`config.mk`:
```
export PLATFORM = sky130hd
export DESIGN_NAME = mod_counter
export DESIGN_NICKNAME = d
export VERILOG_FILES = /design/src/rtl/mod_counter.sv
export SDC_FILE = /design/constraint.sdc
export NUM_CORES = 1
export LEC_CHECK = 0
export CORE_UTILIZATION = 47
export CTS_CLUSTER_SIZE = 28
export DETAILED_ROUTE_END_ITERATION = 10
export MAX_ROUTING_LAYER = met4
export PLACE_DENSITY = 0.84
export SETUP_SLACK_MARGIN = 0.3
export SYNTH_ARGS = -nofsm -noshare
export SYNTH_HDL_FRONTEND = slang
export SYNTH_SLANG_ARGS = --single-unit
```
`constraint.sdc`:
```
create_clock -name i_clk -period 2.3 [get_ports i_clk]
set_clock_uncertainty 0.05 [all_clocks]
set_input_delay 0.23 -clock i_clk [delete_from_list [all_inputs] [get_ports i_clk]]
set_output_delay 0.23 -clock i_clk [all_outputs]
set_load 0.02 [all_outputs]
```
`src/rtl/mod_counter.sv`:
```
// Modulo-N up/down counter with synchronous clear/load, cascade terminal count,
// registered wrap pulse, load-rejection pulse and optional two-digit BCD image.
module mod_counter #(
  parameter int MODULUS = 60,
  parameter int WIDTH   = 6,
  parameter int INIT    = 0,
  parameter int BCD_OUT = 0
) (
  input  logic             i_clk,
  input  logic             i_rst_n,
  input  logic             i_en,
  input  logic             i_up,
  input  logic             i_clr,
  input  logic             i_load,
  input  logic [WIDTH-1:0] i_load_val,
  output logic [WIDTH-1:0] o_out,
  output logic [7:0]       o_bcd,
  output logic             o_tc,
  output logic             o_carry,
  output logic             o_load_err
);

  localparam logic [WIDTH-1:0] L_MAX  = WIDTH'(MODULUS - 1);
  localparam logic [WIDTH:0]   L_MOD  = (WIDTH + 1)'(MODULUS);
  localparam logic [WIDTH-1:0] L_INIT = WIDTH'(INIT);

  logic [WIDTH-1:0] r_out;
  logic             r_carry;
  logic             r_load_err;
  logic             w_at_max;
  logic             w_at_zero;
  logic             w_load_ok;
  logic             w_wrap;

  function automatic logic [7:0] to_bcd(input logic [WIDTH-1:0] v);
    int unsigned n;
    n = 32'(v);
    return {4'(n / 32'd10), 4'(n % 32'd10)};
  endfunction

  assign w_at_max  = (r_out == L_MAX);
  assign w_at_zero = (r_out == '0);
  // Widened compare so the check also works when MODULUS == 2**WIDTH.
  assign w_load_ok = ({1'b0, i_load_val} < L_MOD);
  assign w_wrap    = i_up ? w_at_max : w_at_zero;
  assign o_tc      = i_en & ~i_clr & ~i_load & w_wrap;

  always_ff @(posedge i_clk or negedge i_rst_n) begin
    if (!i_rst_n) begin
      r_out      <= L_INIT;
      r_carry    <= 1'b0;
      r_load_err <= 1'b0;
    end else if (i_clr) begin
      r_out      <= '0;
      r_carry    <= 1'b0;
      r_load_err <= 1'b0;
    end else if (i_load) begin
      if (w_load_ok) begin
        r_out <= i_load_val;
      end else begin
        r_out <= r_out;
      end
      r_carry    <= 1'b0;
      r_load_err <= ~w_load_ok;
    end else if (i_en) begin
      if (i_up) begin
        r_out <= w_at_max ? '0 : r_out + WIDTH'(1);
      end else begin
        r_out <= w_at_zero ? L_MAX : r_out - WIDTH'(1);
      end
      r_carry    <= w_wrap;
      r_load_err <= 1'b0;
    end else begin
      r_out      <= r_out;
      r_carry    <= 1'b0;
      r_load_err <= 1'b0;
    end
  end

  assign o_out      = r_out;
  assign o_carry    = r_carry;
  assign o_load_err = r_load_err;

  generate
    if (BCD_OUT != 0) begin : g_bcd
      assign o_bcd = to_bcd(r_out);
    end else begin : g_no_bcd
      assign o_bcd = 8'h00;
    end
  endgenerate

endmodule

```
# == Yosys cells after proc, flatten, opt, wreduce, memory -nomap -nowiden ==
# Cells that the tools add are included.
# word_totals
regBits,8
in_bits,12
word_cells,30
out_inout_bits,17
# op_classes
addsub,2
n_mux,13
eq_ne,2
n_lt_le_gt_ge,1
reduce_logical,3
bitwise_logic,6
# ops
cell,n
$mux W6,7
$add A6 B1 Y6 const B,1
$eq A6 B6 Y1 const B,1
$logic_not A6 Y1,1
$lt A6 B6 Y1 const B,1
$mux W1,6
$sub A6 B1 Y6 const B,1
$and A1 B1 Y1,3
$ne A3 B2 Y1 const B,1
$not A1 Y1,3
$reduce_bool A3 Y1,1
$reduce_and A2 Y1,1

# == Logic depth before layout (Yosys ltp) ==
# logic_depth
word_depth,6
depth_mapped,6
depth_no_buf,6

# == Least setup slack after synthesis ==
# OpenSTA, ideal clock, no wires.
# synth_path
path_kind,register to output
startpoint,reg r_out[0] (netlist: o_out[0])
endpoint,out o_tc
path_buffers,0
slack_ns,0.317
path_stages_with_launch,6
arrival_ns,1.703
required_time_ns,2.020
cell_sequence,dfrtp_1 > inv_1 > ha_1 > nor2b_1 > a21oi_1 > a211oi_1
# synth_via
elab_chain_len,3
elab_cells_between_ends,4
classes_between,1 x eq/ne; 1 x mux; 1 x bitwise; 1 x reduce/logical
# synth_lines
item,line,source
start: declaration,27,logic [WIDTH-1:0] r_out;
start signal: assignment,59,r_out <= i_load_val;
start signal: assignment,61,r_out <= r_out;
start signal: assignment,67,r_out <= w_at_max ? '0 : r_out + WIDTH'(1);
$eq A6 B6 Y1 or $logic_not A6 Y1 (tied branches),"41, 42",
$mux W1 *,45,assign w_wrap = i_up ? w_at_max : w_at_zero;
$and A1 B1 Y1 *,46,assign o_tc = i_en & ~i_clr & ~i_load & w_wrap;
end: declaration,18,"output logic o_tc,"
# Mark *: on every way between the ends. The rest lies on a longest branch, timed or not.

# == Final worst setup path ==
# layout_path
startpoint,reg r_out[1] (netlist: o_out[1])
endpoint,out o_tc
# Same word-level chain as after synthesis.

==> metrics.yaml <==
global_route:
  largest_net_degree_at_the_start_of_global_routing: 10
  grt_antenna_before_repair: 0
  global_route_wire_length_before_repair_um: 3450
  track_usage_pct: 27.38
  first_global_vias: 760
  global_route.overflow_total: 0
floorplanning:
  core_sq_mm: 0.001524
  io_pins: 29
  num_rows: 14
  floorplan.initialDensity_pct: 51.15
  design.die.area_sq_mm: 0.001825
  die_h_um: 42.73
  die_w_um: 42.73
routing:
  vias_per_cell: 5.809
  post_drt_wl_per_cell_um: 16.19
  finalWirelength_um: 2121
  route.detailed.drc: 0
  vias: 761
  route.antenna.remaining_nets: 0
  drtPass1Iterations: 4
  dr.first_iter.drc_count: 24
place:
  post-place-cells: 127
  detailed_place.area_sq_um: 980.9
  hpwl_um: 1644
  final_estimated_routing_congestion_in_global_placement: 0.8852
  place_worst_setup_slack_ns: 0.1246
  port-buffer-count: 20
synth:
  syn_avg_cell_area_sq_um: 8.758
  synth_edf_count: 0
  synthCells: 89
  synth_register_bits: 8
  synth.distinct_cells: 42
  summed_instance_area_of_the_synthesized_netlist_sq_um: 779.5
  dominantRegCellSynth: "sky130_fd_sc_hd__dfrtp_1"
  sequential_share_of_the_synthesized_area_pct: 25.68
  yosys_warnings: 0
  postSynth.asyncResetShare_pct: 100.0
layout:
  final-seq-area_sq_um: 200.2
  post_layout_instance_count_excluding_filler_cells: 131
  area_growth_syn_to_layout_pct: 32.26
  multi_input_area_sq_um: 504.2
  n_fill_cell: 127
  drive_gt1_share_pct: 22.61
  post_layout_instance_area_sq_mm: 0.001031
  nets: 132
  n_antenna_cell: 0
sta:
  final.min_clock_period_ns: 1.881
  max_freq_ghz: 0.5316
  final_report_setup_violation_count: 0
  holdWs_ns: 0.1972
  fin_crit_sh_pct: 81.79
  tns_ns: 0
  hold_viol: 0
  final.setup.worst_slack_ns: 0.4189
  final-max-slew-violation-count: 0
  unrepaired_setup_endpoints_after_global_routing: "false"
  slew_headroom_pct: 62.30
  tightest_slew_ns: 0.5654
critical_path:
  slowest_stage: "sky130_fd_sc_hd__dfrtp_1"
  criticalPathCategory: "flip-flop to output pin"
  timing.critical_path.slowest_cell_delay_ns: 0.41
  critical_path.startpoint_type: "flip-flop"
  cp_data_arrival_time_ns: 1.60
  worstSetupEndpointType: "output pin"
  crit_chain: "inv_1, ha_1, nor2b_4, a21oi_2, a211oi_2, buf_4"
  required_ns: 2.02
  path_max_fanout: 4
clock_tree:
  worst_skew_pair.late_latency_ns: 0.27
  clkTransAtPathRegs_ns: 0.07
  clock_path_buffers: 2
  cts_tree: "done"
  h_tree_lvls: 1
  total_clock_sinks: 8
  clk_root_buffer_cell: "sky130_fd_sc_hd__clkbuf_4"
  cts_inserted_buffers: 3
run:
  cap_violations: 0
power_and_ir_drop:
  vdd_ir_drop_max_v: 0.0003138
  p_leak_nw: 0.4263
  power-per-cell-area_mw_per_mm2: 488.2
status:
  run_status: "complete, no violations"
worst_hold_path:
  holdCritPathClass: "primary input to asynchronous set/reset pin"
## final cells by class
cell class,count,area share (%)
repair buffers,29,26.09
well taps,16,1.942
flip-flops and latches,8,19.42
multi-input cells,71,48.91
clock buffers,3,2.184
inverters,4,1.456
## synth_stat cells (2+ instances only)
cell type | number | area share (%)
sky130_fd_sc_hd__ha_1 | 3 | 4.8
sky130_fd_sc_hd__nor2_1 | 4 | 1.9
sky130_fd_sc_hd__nor2b_1 | 3 | 2.4
sky130_fd_sc_hd__inv_1 | 3 | 1.4
sky130_fd_sc_hd__dfrtp_1 | 8 | 26
sky130_fd_sc_hd__o21ai_0 | 2 | 1.3
sky130_fd_sc_hd__a32oi_1 | 2 | 2.2
sky130_fd_sc_hd__nor3_1 | 3 | 1.9
sky130_fd_sc_hd__a21oi_1 | 4 | 2.6
sky130_fd_sc_hd__nand3_1 | 5 | 3.2
sky130_fd_sc_hd__xor2_1 | 3 | 3.4
sky130_fd_sc_hd__a211oi_1 | 3 | 2.9
sky130_fd_sc_hd__buf_4 | 10 | 9.6
sky130_fd_sc_hd__nand2_1 | 8 | 3.9
## registers in the layout, indices dropped and copies added, names as in the netlist
register and flops:
o_carry 1, o_out 6, o_load_err 1
## layer usage
metal	part of all wire (%)	vias to the layer above	track usage (%)
met5	0	-	-
met2	51	32	44.24
li1	-	359	-
met1	41	362	29.63
met3	4.3	8	5.106
met4	3.7	0	20.00
## final timing paths
| kind | from | to | slack [ns] | cells past startpoint |
|---|---|---|---|---|
| max in group asynchronous | i_rst_n | o_load_err | 1.71 | 1 |
| worst max register to register | o_out[0] | o_out[3] | 0.56 | 6 |
| worst min register to register | o_out[4] | o_out[4] | 0.60 | 2 |
| worst min-delay path | i_rst_n | o_out[3] | 0.20 | 1 |
| worst max-delay path | o_out[1] | o_tc | 0.42 | 6 |
| min in group i_clk | i_load_val[1] | o_out[1] | 0.56 | 3 |
## stage by stage
| stage | power, mW | util, % |
|---|---|---|
| final | 0.5033 | 67.65 |
| after floorplan | 0.3053 | - |
| after global routing | 0.5321 | 67.65 |
| after global placement | 0.3640 | 64.37 |
| after detailed placement | 0.3706 | 64.37 |
| after CTS | 0.4934 | 65.68 |
## where the power goes
| group | total (mW) | internal [mW] | switching [mW] |
|---|---|---|---|
| registers | 0.166 | 0.151 | 0.0151 |
| logic | 0.219 | 0.105 | 0.114 |
| clock network | 0.118 | 0.0603 | 0.0580 |
## timing repair
item	CTS	global route
pin swaps	0	1
buffers inserted	0	1
setup endpoints to repair	1	1
resized for setup	6	7
hold buffers	0	0
## placed cells by master, fill, tap and decap left out, drive strengths merged, types with 2 or more instances in the layout
cell type	n
nor3	3
clkdlybuf4s50	19
buf	10
a32oi	2
a21oi	4
o221ai	2
xor2	3
conb	8
or2	2
a211oi	3
nor2	4
inv	4
ha	3
nand3	5
nand2	8
clkbuf	3
nor2b	3
o21ai	3
dfrtp	8
## critical path: cells and delay by family (launching register included)
kind                     cells  cell delay [ns]
adder cells (fa/ha/maj)      1             0.19
flip-flops                   1             0.41
AO/OA/AOI/OAI                2             0.29
buffers and inverters        2             0.27
AND/OR/NAND/NOR              1             0.17
## cells by family (layout without fill, tap and decap cells)
| logic type | count (synthesis) | after routing | synth area share, % |
|---|---|---|---|
| adders and majority gates | 3 | 3 | 4.816 |
| and+or+nand+nor | 32 | 32 | 23.76 |
| AOI/OAI and AO/OA | 24 | 24 | 25.36 |
| buffers and inverters | 17 | 36 | 15.41 |
| other | 1 | 8 | 0.4811 |
| xor gates and xnor gates | 4 | 4 | 4.495 |
| DFF | 8 | 8 | 25.68 |
Power figures use the tool's default switching activity.
==> RTL change (config.mk and constraints unchanged) <==
Add an input register stage for `i_en`, `i_up`, `i_clr`, `i_load` and `i_load_val`, cleared by the reset; this delays them by one clock.
--- a/src/rtl/mod_counter.sv
+++ b/src/rtl/mod_counter.sv
@@ -26,2 +26,24 @@
 
+  logic i_en_q;
+  logic i_up_q;
+  logic i_clr_q;
+  logic i_load_q;
+  logic [WIDTH-1:0] i_load_val_q;
+
+  always_ff @(posedge i_clk or negedge i_rst_n) begin
+    if (!i_rst_n) begin
+      i_en_q       <= '0;
+      i_up_q       <= '0;
+      i_clr_q      <= '0;
+      i_load_q     <= '0;
+      i_load_val_q <= '0;
+    end else begin
+      i_en_q       <= i_en;
+      i_up_q       <= i_up;
+      i_clr_q      <= i_clr;
+      i_load_q     <= i_load;
+      i_load_val_q <= i_load_val;
+    end
+  end
+
   logic [WIDTH-1:0] r_out;
@@ -43,5 +65,5 @@
   // Widened compare so the check also works when MODULUS == 2**WIDTH.
-  assign w_load_ok = ({1'b0, i_load_val} < L_MOD);
-  assign w_wrap    = i_up ? w_at_max : w_at_zero;
-  assign o_tc      = i_en & ~i_clr & ~i_load & w_wrap;
+  assign w_load_ok = ({1'b0, i_load_val_q} < L_MOD);
+  assign w_wrap    = i_up_q ? w_at_max : w_at_zero;
+  assign o_tc      = i_en_q & ~i_clr_q & ~i_load_q & w_wrap;
 
@@ -52,3 +74,3 @@
       r_load_err <= 1'b0;
-    end else if (i_clr) begin
+    end else if (i_clr_q) begin
       r_out      <= '0;
@@ -56,5 +78,5 @@
       r_load_err <= 1'b0;
-    end else if (i_load) begin
+    end else if (i_load_q) begin
       if (w_load_ok) begin
-        r_out <= i_load_val;
+        r_out <= i_load_val_q;
       end else begin
@@ -64,4 +86,4 @@
       r_load_err <= ~w_load_ok;
-    end else if (i_en) begin
-      if (i_up) begin
+    end else if (i_en_q) begin
+      if (i_up_q) begin
         r_out <= w_at_max ? '0 : r_out + WIDTH'(1);
Formal check against the unedited RTL: not equivalent (a bounded check fails within 4 cycles, from zero or initial values and one cycle with i_rst_n low).
==> RTL change against the original RTL <==
- synthesized cell count up 18%
- synthesized area rose by 41%
- sequential power up 120%
- worst setup slack better by 0.013 ns
- sequential cell count rose by 10
- design area is 31% higher
- non-clock buffer count did not move
- total power is 52% higher
- wire length shrank 2.4%
- first-iteration DRC count shrank 8.3%
- register-to-register slack gained 0.16 ns
- cell count increased by 21%
- largest cell class unchanged
- highest routed layer unchanged
==> RTL change: results <==
pwr:
  comb_power_share_pct: 27.9
  sequentialPower_mw: 0.360
  powerDensity_nw_per_um2: 568
  p_leak_nw: 0.592
  ir_drop_mv: 0.563
  p_switching_mw: 0.232
detailed_routing:
  num_vias: 836
  drt_iter0_drc: 22
  wire_per_inst_microns: 13.0
placement:
  dpl_worst_slack_ns: 0.153
  io_buffers: 20
  dp_cells: 153
  globalplace.congestion: 0.884
synth:
  synth_mux_area_share_pct: 2.85
  synth_commonest_cells: "18 x dfrtp_1, 8 x buf_4, 8 x nor2_1"
  synth_compound_area_share_pct: 19.7
  synth_area_leaders: "dfrtp_1 41%, buf_4 5.5%, buf_6 4.1%"
  synth_xor_area_share_pct: 3.19
  avgSynthCellArea_sq_um: 10.5
  synth_fa_ha_area_share_pct: 3.42
  ys_seq_area_share_pct: 41.0
  synth_cell_types: 43
setup_path:
  ff2ff_setup_slack_ns: 0.72
  crit_slowest_cell: "dfrtp_2"
  critPathMaxStageDelay_ns: 0.44
final_layout:
  drive_gt1_share_pct: 19.1
  fillerInstances: 198
  final_cell_count_no_fill: 159
timing:
  fin_crit_ns: 1.87
  fin_hold_ws_ns: 0.314
  setup-tns-final_ns: 0
  relSlewSlack_pct: 48.4
global_routing:
  grt_pass1_vias: 799
  grt_pass1_wl_microns: 3570
  antenna_found_initial: 0
  grt_max_degree: 19
  grt_usage_pct: 19.6
clock_tree:
  clkLatencyLatePin_ns: 0.29
  clk_pin_slew_worst_paths_ns: 0.10
min_path:
  min_path_type: "input pin to register"
run_status:
  status: "completed"
## RTL change: changes by cell type after synthesis, moves of 4 or more
cell | before | now
nor2_1 | 4 | 8
dfrtp_1 | 8 | 18
and3_1 | 0 | 4
nand2_1 | 8 | 3
## RTL change: what timing repair did
action                     CTS  global route
buffers inserted             2             0
hold endpoints to repair     0             0
setup endpoints to repair    1             1
gates resized for setup      6             1
## RTL change: cells by family after synthesis
logic type	after synthesis
AOI/OAI and AO/OA	27
xor gates and xnor gates	4
adders and majority gates	3
buffers and inverters	18
DFF	18
muxes	3
other	1
and+or+nand+nor	31
## RTL change: metal layers
metal	vias up	part of all wire, %	global-route usage (%)
met5	-	0	-
met4	0	1.8	9.26
met3	4	3.3	2.73
met2	26	48	30.0
met1	386	47	25.6
li1	420	-	-
## RTL change: final cells by class
class | count | share of cell area, %
Inverter | 4 | 1.11
Tap cell | 28 | 2.59
Sequential cell | 18 | 33.4
Multi-Input combinational cell | 76 | 40.7
Clock buffer | 4 | 2.69
Timing Repair Buffer | 29 | 19.4
## RTL change: path summary, 6_finish.rpt
check,startpoint,endpoint,depth (start not counted)
setup / recovery,o_out[0],o_tc,6
hold / removal,i_load_val[1],i_load_val_q[1],1
min in group asynchronous,i_rst_n,i_load_val_q[1],1
max in group asynchronous,i_rst_n,o_out[0],1
setup reg to reg,o_out[4],o_out[5],5
hold reg to reg,i_load_val_q[0],o_out[0],2
## RTL change: metrics by stage
step / util (%) / cell area, sq um
global placement: 58.6 / 1300
global route: 61.1 / 1350
finish: 61.1 / 1350
floorplan: - / 1120
CTS: 61.4 / 1360
detailed placement: 58.6 / 1300
